$ cat src/rtl/keypad_matrix_scanner.sv
// ROWS x COLS matrix-keypad scanner: one-hot column strobes, press/release debounce, binary key code.
// Latency: key in column k detected at edge 0 gives key_valid after edge k+1+DEBOUNCE; all outputs registered.
// No backpressure: key_valid is a one-clock strobe. Auto-repeat is built only when KEYPAD_REPEAT_EN is defined.
module keypad_matrix_scanner #(
    parameter int ROWS         = 4,
    parameter int COLS         = 4,
    parameter int DEBOUNCE     = 4,
    parameter int REPEAT_DELAY = 50,
    parameter int REPEAT_RATE  = 10,
    localparam int CW          = $clog2(ROWS*COLS)
) (
    input  logic            clock_new,
    input  logic            reset,
    input  logic [ROWS-1:0] row_in,
    output logic [COLS-1:0] col_out,
    output logic [CW-1:0]   key_code,
    output logic            key_valid,
    output logic            key_held
);

    localparam int CIW = $clog2(COLS);
    localparam int RIW = $clog2(ROWS);
    localparam int DBW = $clog2(DEBOUNCE + 1);

    if (ROWS < 2 || COLS < 2 || DEBOUNCE < 1 || REPEAT_DELAY < 1 || REPEAT_RATE < 1) begin : g_param_check
        $error("keypad_matrix_scanner: parameter out of range");
    end

    typedef enum logic [2:0] {
        ST_IDLE,
        ST_SCAN,
        ST_DEBOUNCE,
        ST_PRESSED,
        ST_RELEASE
    } state_t;

    state_t          state, state_nxt;
    logic [CIW-1:0]  col_idx, col_idx_nxt;
    logic [ROWS-1:0] cap_row, cap_row_nxt;
    logic [DBW-1:0]  cnt, cnt_nxt;
    logic [DBW-1:0]  rcnt, rcnt_nxt;
    logic [COLS-1:0] col_out_nxt;
    logic [CW-1:0]   key_code_nxt;
    logic            key_valid_nxt;
    logic            key_held_nxt;
    logic [DBW-1:0]  cnt_inc;
    logic [DBW-1:0]  rcnt_inc;
    logic [CW-1:0]   cap_code;

`ifdef KEYPAD_REPEAT_EN
    localparam int HMAX = (REPEAT_DELAY > REPEAT_RATE) ? REPEAT_DELAY : REPEAT_RATE;
    localparam int HW   = $clog2(HMAX + 1);

    logic [HW-1:0] hcnt, hcnt_nxt;
    logic [HW-1:0] hcnt_inc;
    logic          rep_phase, rep_phase_nxt;
    logic          rep_fire;
`endif

    function automatic logic [COLS-1:0] onehot(input logic [CIW-1:0] idx);
        onehot      = '0;
        onehot[idx] = 1'b1;
    endfunction

    // Several rows on one column resolve to the lowest row.
    function automatic logic [RIW-1:0] lowest_row(input logic [ROWS-1:0] v);
        lowest_row = '0;
        for (int i = ROWS - 1; i >= 0; i--) begin
            if (v[i]) lowest_row = RIW'(i);
        end
    endfunction

    assign cnt_inc  = cnt + DBW'(1);
    assign rcnt_inc = rcnt + DBW'(1);
    assign cap_code = CW'(lowest_row(cap_row)) * CW'(COLS) + CW'(col_idx);

`ifdef KEYPAD_REPEAT_EN
    assign hcnt_inc = hcnt + HW'(1);
    assign rep_fire = rep_phase ? (hcnt_inc == HW'(REPEAT_RATE)) : (hcnt_inc == HW'(REPEAT_DELAY));
`endif

    always_comb begin
        state_nxt     = state;
        col_idx_nxt   = col_idx;
        cap_row_nxt   = cap_row;
        cnt_nxt       = cnt;
        rcnt_nxt      = rcnt;
        col_out_nxt   = col_out;
        key_code_nxt  = key_code;
        key_valid_nxt = 1'b0;
        key_held_nxt  = key_held;
`ifdef KEYPAD_REPEAT_EN
        hcnt_nxt      = hcnt;
        rep_phase_nxt = rep_phase;
`endif
        case (state)
            ST_IDLE: begin
                col_out_nxt = '1;
                if (|row_in) begin
                    state_nxt   = ST_SCAN;
                    col_idx_nxt = '0;
                    col_out_nxt = onehot('0);
                end
            end
            ST_SCAN: begin
                if (|row_in) begin
                    state_nxt   = ST_DEBOUNCE;
                    cap_row_nxt = row_in;
                    cnt_nxt     = '0;
                end else if (col_idx == CIW'(COLS - 1)) begin
                    state_nxt   = ST_IDLE;
                    col_out_nxt = '1;
                end else begin
                    col_idx_nxt = col_idx + CIW'(1);
                    col_out_nxt = onehot(col_idx + CIW'(1));
                end
            end
            ST_DEBOUNCE: begin
                if (row_in != cap_row) begin
                    state_nxt   = ST_IDLE;
                    col_out_nxt = '1;
                    cnt_nxt     = '0;
                end else if (cnt_inc == DBW'(DEBOUNCE)) begin
                    state_nxt     = ST_PRESSED;
                    key_valid_nxt = 1'b1;
                    key_code_nxt  = cap_code;
                    key_held_nxt  = 1'b1;
                    col_out_nxt   = '1;
                    cnt_nxt       = '0;
`ifdef KEYPAD_REPEAT_EN
                    hcnt_nxt      = '0;
                    rep_phase_nxt = 1'b0;
`endif
                end else begin
                    cnt_nxt = cnt_inc;
                end
            end
            ST_PRESSED: begin
                // All columns strobed: any key keeps the press alive, none starts a new one.
                if (|row_in) begin
`ifdef KEYPAD_REPEAT_EN
                    if (rep_fire) begin
                        key_valid_nxt = 1'b1;
                        hcnt_nxt      = '0;
                        rep_phase_nxt = 1'b1;
                    end else begin
                        hcnt_nxt = hcnt_inc;
                    end
`endif
                end else if (DEBOUNCE == 1) begin
                    state_nxt    = ST_IDLE;
                    key_held_nxt = 1'b0;
                end else begin
                    state_nxt = ST_RELEASE;
                    rcnt_nxt  = DBW'(1);
                end
            end
            ST_RELEASE: begin
                if (|row_in) begin
                    rcnt_nxt = '0;
                end else if (rcnt_inc == DBW'(DEBOUNCE)) begin
                    state_nxt    = ST_IDLE;
                    key_held_nxt = 1'b0;
                    rcnt_nxt     = '0;
                end else begin
                    rcnt_nxt = rcnt_inc;
                end
            end
            default: begin
                state_nxt    = ST_IDLE;
                col_out_nxt  = '1;
                key_held_nxt = 1'b0;
            end
        endcase
    end

    always_ff @(posedge clock_new or posedge reset) begin
        if (reset) begin
            state     <= ST_IDLE;
            col_idx   <= '0;
            cap_row   <= '0;
            cnt       <= '0;
            rcnt      <= '0;
            col_out   <= '1;
            key_code  <= '0;
            key_valid <= 1'b0;
            key_held  <= 1'b0;
        end else begin
            state     <= state_nxt;
            col_idx   <= col_idx_nxt;
            cap_row   <= cap_row_nxt;
            cnt       <= cnt_nxt;
            rcnt      <= rcnt_nxt;
            col_out   <= col_out_nxt;
            key_code  <= key_code_nxt;
            key_valid <= key_valid_nxt;
            key_held  <= key_held_nxt;
        end
    end

`ifdef KEYPAD_REPEAT_EN
    always_ff @(posedge clock_new or posedge reset) begin
        if (reset) begin
            hcnt      <= '0;
            rep_phase <= 1'b0;
        end else begin
            hcnt      <= hcnt_nxt;
            rep_phase <= rep_phase_nxt;
        end
    end
`endif

endmodule

$ cat config.mk
export PLATFORM = sky130hd
export DESIGN_NAME = keypad_matrix_scanner
export DESIGN_NICKNAME = d
export VERILOG_FILES = /design/src/rtl/keypad_matrix_scanner.sv
export SDC_FILE = /design/constraint.sdc
export NUM_CORES = 1
export LEC_CHECK = 0
export CAP_MARGIN = 5
export CORE_MARGIN = 2
export CORE_UTILIZATION = 35
export CTS_CLUSTER_SIZE = 25
export DETAILED_ROUTE_END_ITERATION = 7
export HOLD_SLACK_MARGIN = 0.02
export PLACE_DENSITY = 0.55
export SLEW_MARGIN = 20
export SYNTH_ARGS = -nofsm -noshare
export SYNTH_HDL_FRONTEND = slang
export SYNTH_SLANG_ARGS = --single-unit
export TNS_END_PERCENT = 30
$ cat constraint.sdc
create_clock -name clock_new -period 5.1 [get_ports clock_new]
set_input_delay 1.02 -clock clock_new [delete_from_list [all_inputs] [get_ports clock_new]]
set_output_delay 1.02 -clock clock_new [all_outputs]
set_load 0.05 [all_outputs]
==> metrics list, run 1 <==
* Setup tns final: 0 ns
* Vias after detailed routing: 1068
* Final nets: 160
- Length of the first detailed-routing pass in iterations: 4
* Root Buffer: sky130_fd_sc_hd__clkbuf_8
- The floorplan step defined a die boundary enclosing 4530 µm².
- Aggregate global routing overflow: 0
* Drt total wl: 3.08 mm
* End of the worst hold path: key_held
- The number of global-route vias before repair was 1022.
- Port-buffer cells: 15
- Max-cap violations: 0
- The worst hold path begins at key_held.
* Kind of critical path: primary input to flop
* M1 WL: 1.45 mm
- Worst path arrival time: 2.99 ns
- Post-layout power: 0.812 mW
- The portion of synthesized area spent on multiplexers is 8.66%.
- Buffers plus inverters on the worst setup path: 1
* Combined flip-flop and latch cell area: 631 µm²
* Routed wire per std cell: 15.9 µm
- Power spread over the standard cell area amounts to 495 nW/µm².
- Of the total synthesized cell area, the portion taken by AND, OR, NAND and NOR gates is 14.1%.
- The first global-routing pass estimated 4.92 mm of wire.
- After filler insertion, the fill cell instance count of the layout stands at 373.
- For this configuration, the core starts out at a cell density of 37.4%.
- The largest individual stage delay along the critical path comes from the cell sky130_fd_sc_hd__or4_4.
- The count of nets left with antenna violations once routing finished came out at 0.
- Across the VDD grid, the largest voltage drop is 0.000226 V.
* Max-slew violations: 0
- Detailed placement ended at an HPWL of 2.17 mm.
- TritonCTS clock tree: yes
- The cell family contributing the most delay on the critical path is simple AND/OR/NAND/NOR gates.
- After floorplanning, the core was divided into 22 placement rows.
- Critical Path RT: 5.30 ns
- In this run the post-CTS setup repair buffer count came out at 0.
- Setup violations remaining at the end of the flow were counted as 0.
- The final critical path takes up 54.7% of the cycle.
* Compound-Gate Fraction of Synth Area: 18.6%
* Distinct cell type count after synthesis: 43
- Worst setup path startpoint: row_in[0]
- Routability-driven placement finished with a final weighted congestion of 0.812.
* Kind of path behind the tightest hold check: flop to flop
- Hold buffers post-CTS: 0
- Counting flops with an async set or reset pin after synthesis yields a share of 100%.
- The detailed router finished its first iteration with 68 violations.
- The clock period could shrink to 2.79 ns.
- Reg2reg start: state[0]
- Synth Area per Inst: 10.7 µm²
- Antenna Cells: 0
- In this run the horizontal extent of the chip is 67.3 µm.
- Terminus of the critical flop-to-flop path: key_code[0]
* Clock transition at the registers of the reported paths: 0.08 ns
- 16 I/O pins were placed.
* Lkg Pwr: 0.707 nW
* Dominant synthesized flop cell: sky130_fd_sc_hd__dfrtp_1
- Flops & latches, synth: 25
- The core region is 3740 µm².
- Setup repair after global routing left no endpoint under its margin.
* Maximum number of pins on one net before global-route repair: 26
- In this run the number of cells on the critical path is 5.
- Worst hold slack: 0.481 ns
- Xor/xnor cell area share of the yosys netlist: 4.38%
- Endpoint class of the critical path: flop
- Fraction of final layout cells sized beyond drive strength 1: 14.4%
* Height of the chip: 67.3 µm
* Worst-Margin Slew: 0.944 ns
- Post-synthesis instance area: 1400 µm²
- Wire length on met3: 137 µm
* Critical path fanouts, max: 6
* Slew HR: 37.0%
- Total GRT Usage: 14.5%
- At the later pin of the worst-skew pair, clock insertion delay measures 0.27 ns.
- Startpoint type of the worst setup path: primary input
- Maximum buffer depth of the clock tree: 2
- Yosys warning total: 0
* Sum of met2 wire segment lengths after detailed routing: 1.46 mm
- After detailed routing, the number of vias per cell comes to 5.51.
- Outcome: completed
- The number of cells on the worst reg-to-reg path is 4.
* Worst hold path depth: 1
- Area growth from synthesis to layout: 17.1%
- Largest incremental delay on the critical path: 0.61 ns
- Summing the sequential cell areas from Yosys gives 45.0% of the chip area.
- Derived from the worst setup path, the maximum achievable clock frequency is 359 MHz.
- Counting every net in the synthesized netlist gives 144.
- In this run, CTS created clock tree buffers numbering 3.
* Post-route clock skew: 0.00963 ns
- Once layout is done, the placed cells without fillers occupy 1640 µm².
- Area of the multi-input gates: 728 µm²
* H-tree levels: 1
- In the routed design, unresolved DRC markers number 0.
- Slack of the worst reg-to-reg path: 2.77 ns
- Critical-path cell list: clkdlybuf4s50_1 -> or4_4 -> and3_4 -> a211oi_4 -> mux2_2
* Post-detailed-placement cell area: 1600 µm²
- Main combinational cell family by area after synthesis: compound AO/OA/AOI/OAI gates
- The tree built by TritonCTS fans out to 25 sinks.
- After clock tree synthesis, the repair step resized 0 gates.
* Count of flip-flops with a built-in enable after synthesis: 0
- Share of synthesized cell area in full adder, half adder and majority cells: 6.25%
- Count of mapped cells out of synthesis: 131
* Number of antenna violations at the first check in global routing: 0
- Top Metal Used: met4
- Hold Vio Cnt, Final: 0
-- metal layers --
layer | track usage (%) | vias to the layer above
met4 | 4.59 | 0
met1 | 18.8 | 530
li1 | - | 516
met5 | 0 | -
met3 | 4.00 | 4
met2 | 23.3 | 18
-- synth_stat cells, drive strengths merged, types with 4 or more instances --
cell     n  area share [%]
inv      5             1.3
ha       7             6.2
dfrtp   21              37
a21oi    4             1.4
mux2     9             7.2
nand2b   4             1.8
nor2     6             1.6
a32o     4             2.9
o22ai    4             1.8
xnor2    5             3.1
dfstp    4             7.5
nand2   12             3.2
o21ai    8             2.9
-- metrics by stage --
| step | util (%) | setup WS, ns | cells |
|---|---|---|---|
| 2_1_floorplan | - | 2.67 | 131 |
| 3_3_place_gp | 42.6 | 2.10 | 190 |
| 3_5_place_dp | 42.6 | 2.06 | 190 |
| 4_1_cts | 43.8 | 2.33 | 194 |
| 5_1_grt | 43.8 | 2.27 | 194 |
| 6_report | 43.8 | 2.31 | 194 |
-- how the worst max path moves through the flow --
stage                  to  slack [ns]
2_1_floorplan  col_out[0]        2.67
3_3_place_gp   col_out[3]        2.10
3_5_place_dp   col_out[2]        2.06
4_1_cts        col_out[2]        2.33
5_1_grt        col_out[2]        2.27
6_report       col_out[2]        2.31
-- cells in the final DEF (no fill, tap or decap), types with 2 or more instances in the layout --
| cell type | synthesis | layout |
|---|---|---|
| sky130_fd_sc_hd__mux2_2 | 8 | 8 |
| sky130_fd_sc_hd__xor2_1 | 2 | 2 |
| sky130_fd_sc_hd__a32o_1 | 4 | 4 |
| sky130_fd_sc_hd__mux2i_1 | 2 | 2 |
| sky130_fd_sc_hd__nor2_1 | 6 | 6 |
| sky130_fd_sc_hd__nor3b_1 | 2 | 2 |
| sky130_fd_sc_hd__o22ai_1 | 4 | 4 |
| sky130_fd_sc_hd__a21o_1 | 2 | 2 |
| sky130_fd_sc_hd__inv_1 | 5 | 5 |
| sky130_fd_sc_hd__dfstp_2 | 4 | 4 |
| sky130_fd_sc_hd__xnor2_1 | 5 | 5 |
| sky130_fd_sc_hd__dfrtp_1 | 21 | 21 |
| sky130_fd_sc_hd__nand2_1 | 12 | 12 |
| sky130_fd_sc_hd__nor3_1 | 2 | 2 |
| sky130_fd_sc_hd__a21oi_1 | 4 | 4 |
| sky130_fd_sc_hd__nand2b_1 | 4 | 4 |
| sky130_fd_sc_hd__o21ai_0 | 8 | 8 |
| sky130_fd_sc_hd__a22o_1 | 3 | 3 |
| sky130_fd_sc_hd__clkbuf_8 | 0 | 3 |
| sky130_fd_sc_hd__ha_1 | 7 | 7 |
| sky130_fd_sc_hd__nand3_1 | 2 | 2 |
| sky130_fd_sc_hd__clkdlybuf4s50_1 | 0 | 15 |
-- cell type report --
class / instances / area share (%)
clock buffer: 4 / 2.75
multi-input combinational: 96 / 44.4
timing repair buffer: 16 / 9.61
tap: 48 / 3.66
inverter: 5 / 1.14
sequential: 25 / 38.4
-- power breakdown --
group / internal [mW] / switching (mW)
clock: 0.0560 / 0.0634
combinational: 0.154 / 0.197
sequential: 0.260 / 0.0814
total: 0.470 / 0.342
-- sequential cells by signal (all words and copies together) (netlist names) --
register	count
cap_row	4
key_held	1
state	3
key_valid	1
key_code	4
cnt	3
col_idx	2
rcnt	3
col_out	4
-- kinds of logic (layout without fill, tap and decap cells) --
logic type | Yosys count | after routing
simple gates | 37 | 37
compound gates | 34 | 34
flops | 25 | 25
mux | 11 | 11
buf+inv | 10 | 25
fa+ha+maj | 7 | 7
xor+xnor | 7 | 7
Note: power is estimated with default switching activity, not from simulation.
==> inputs of run 2 (changes only) <==
PLACE_DENSITY = 0.57   (was 0.55)
clock period = 2.3 ns   (was 5.1 ns; I/O delays follow)
==> metrics list, run 2 (synthesis gave the netlist of run 1 again) <==
- Internal power consumption: 1.10 mW (+130%)
- The overall global routing resource usage came to 15.4% (+0.89 points).
* Worst path arrival time: 2.33 ns (-0.66 ns)
- Reg2reg start: state[0]
- The number of max-slew violations in the final report came to 0 (unchanged).
- The level count of the clock H-tree is 1 (unchanged).
- Routed wire per std cell: 14.7 µm (-7.0%)
- The count of inserted antenna diode cells was 0 (unchanged).
- The count of port buffers added during placement came to 15 (unchanged).
* Slack of the worst reg-to-reg path: 0.36 ns (-2.41 ns)
- The switching power share of the total is 41.1% (-1.0 points).
- The static leakage power was 0.772 nW (+9.2%).
* Worst Setup Slack, final: 0.172 ns (-2.14 ns)
- Root Buffer: sky130_fd_sc_hd__clkbuf_8
- Worst hold slack: 0.492 ns (+0.0110 ns)
* Top Metal Used: met4
- The total number of vias was 1106 (+3.6%).
- Beginning of the worst hold path: key_held
- The number of nets in the layout is 173 (+8.1%).
- The fraction of power consumed by sequential logic came to 38.9% (-3.1 points).
- The number of antenna violations at the first check in global routing was 0 (unchanged).
- Maximum achievable frequency: 470 MHz
* Post-route clock skew: 0.00216 ns (-0.00747 ns)
* Number of CTS-inserted buffers: 3 (unchanged)
- The worst path uses 92.5% of the clock period.
- Final ANT Viol Nets: 0 (unchanged)
- The wire length on met3 came to 152 µm (+11%).
- The post-cts gate resize count is 0 (unchanged).
* Aggregate global routing overflow: 0 (unchanged)
- M1 WL: 1.38 mm (-4.5%)
- The die extent in x was 67.3 µm (unchanged).
- Kind of path behind the tightest hold check: flop to flop
* Registers with the most flip-flops: cap_row (4), col_out (4), key_code (4)
- From synthesis to final layout, the design area changed by 24.1%.
- Drt total wl: 3.05 mm (-0.81%)
* Worst-Skew Late Latency: 0.27 ns (about the same)
- The smallest clock period supported by the final layout is computed as 2.13 ns.
* Slew HR: 65.5% (+28 points)
- The first-pass iteration count of the detailed router is 4 (unchanged).
* Kind of critical path: primary input to flop
* Outcome: completed
- Setup violation total in the final timing report: 0 (unchanged)
- The fraction of the core area covered by cells at the end of the flow came to 46.5% (+2.6 points).
- The die outline height came to 67.3 µm (unchanged).
* Fraction of final layout cells sized beyond drive strength 1: 22.0% (+7.6 points)
- The number of sinks driven by the clock tree is 25 (unchanged).
- The number of remaining DRC errors came to 0 (unchanged).
* Setup tns final: 0 ns (unchanged)
* Sum of met2 wire segment lengths after detailed routing: 1.51 mm (+3.7%)
* Startpoint type of the worst setup path: primary input
- Maximum ir drop on the vdd rail: 0.000665 V (+190%)
* Number of vias per cell after detailed routing: 5.34 (-2.9%)
- The largest net degree at the start of global routing came to 26 (unchanged).
- Clock transition at the registers of the reported paths: 0.09 ns (about the same)
- Initial Util: 37.4% (unchanged)
* Combinational power share: 47.2% (+3.9 points)
- Placer's final routability congestion estimate: 0.741 (-8.7%)
- The number of global-route vias before repair was 1144 (+12%).
- Power per standard cell area: 1080 nW/µm² (+120%)
- Max-cap violations: 0 (unchanged)
* Row Count: 22 (unchanged)
* Terminus of the critical flop-to-flop path: state[0]
- Worst-Margin Slew: 0.516 ns (-0.428 ns)
* Boundary pin count: 16 (unchanged)
- Most common library cell in the layout ignoring fill and taps: sky130_fd_sc_hd__dfrtp_1
* RSZ-0062 raised after global routing: no
* Hold buffers post-CTS: 0 (unchanged)
- The data required time at the worst endpoint was 2.50 ns (-2.80 ns).
- The die footprint came to 4530 µm² (unchanged).
* Worst hold path depth: 1 (unchanged)
* First-pass GRT wire length: 5.29 mm (+7.4%)
* Core Area: 3740 µm² (unchanged)
- Endpoint class of the critical path: flop
- Pre-CTS setup slack: -0.108 ns (-2.16 ns)
- Buffers inserted during post-CTS setup optimization: 0 (unchanged)
- Hold Vio Cnt, Final: 0 (unchanged)
- TritonCTS built the clock tree.
* Maximum buffer depth of the clock tree: 2 (unchanged)
* Clock share of power: 13.8% (-0.9 points)
- The HPWL after detailed placement is 2.33 mm (+7.3%).
* Switching power of the nets: 0.769 mW (+130%)
- Leaving out fill and tap cells, the most frequent cells in the layout are sky130_fd_sc_hd__dfrtp_1 (21), sky130_fd_sc_hd__clkdlybuf4s50_1 (15), sky130_fd_sc_hd__buf_4 (14), sky130_fd_sc_hd__nand2_1 (12).
- The number of design-rule violations left by the first detailed-router iteration is 52 (-24%).
- Critical path fanouts, max: 4 (-2)
* End of the worst hold path: key_held
- R2r worst-path depth: 5 (+1)
==> run 2: layout make-up <==
cell class,count,area (µm²)
clock buffer,3,41.3
inverter,5,18.8
tap,48,60.1
sequential,25,631
fill,386,2000
clock inverter,1,5.00
multi-input combinational,96,728
timing repair buffer,29,255
==> run 2: how the worst max path moves through the flow <==
stage | startpoint | endpoint | slack (ns) | cells after the start
6_report | row_in[0] | col_out[3] | 0.17 | 5
5_1_grt | row_in[0] | col_out[0] | 0.13 | 5
4_1_cts | row_in[0] | col_out[3] | 0.18 | 5
3_5_place_dp | row_in[0] | col_out[3] | -0.11 | 5
3_3_place_gp | row_in[0] | col_out[2] | -0.08 | 5
2_1_floorplan | row_in[0] | col_out[0] | 0.43 | 4
==> run 2: power groups by stage <==
stage                     clock [mW]  sequential [mW]  combinational, mW
after floorplan                    0            0.794              0.550
after CTS                      0.275            0.728              0.895
after global placement             0            0.731              0.861
final                          0.258            0.729              0.884
after detailed placement           0            0.735              0.888
after global routing           0.291            0.743              0.981
==> run 2: routing by layer <==
metal  vias to the layer above  global-route usage (%)
met5                         -                       0
met4                         0                    1.53
met3                         2                    4.83
met2                        19                    25.9
met1                       547                    20.0
li1                        538                       -
==> run 2: per-stage QoR <==
step | cell area [µm²] | power [mW] | cells
floorplan | 1400 | 1.34 | 131
global placement | 1690 | 1.59 | 203
detailed placement | 1690 | 1.62 | 203
CTS | 1740 | 1.90 | 207
global route | 1740 | 2.01 | 207
finish | 1740 | 1.87 | 207
==> run 2: worst max-delay path: stages <==
cell	delay, ns
sky130_fd_sc_hd__clkdlybuf4s50_1	0.49
sky130_fd_sc_hd__or4_4	0.57
sky130_fd_sc_hd__and3_4	0.19
sky130_fd_sc_hd__a211oi_4	0.24
sky130_fd_sc_hd__mux2_2	0.38
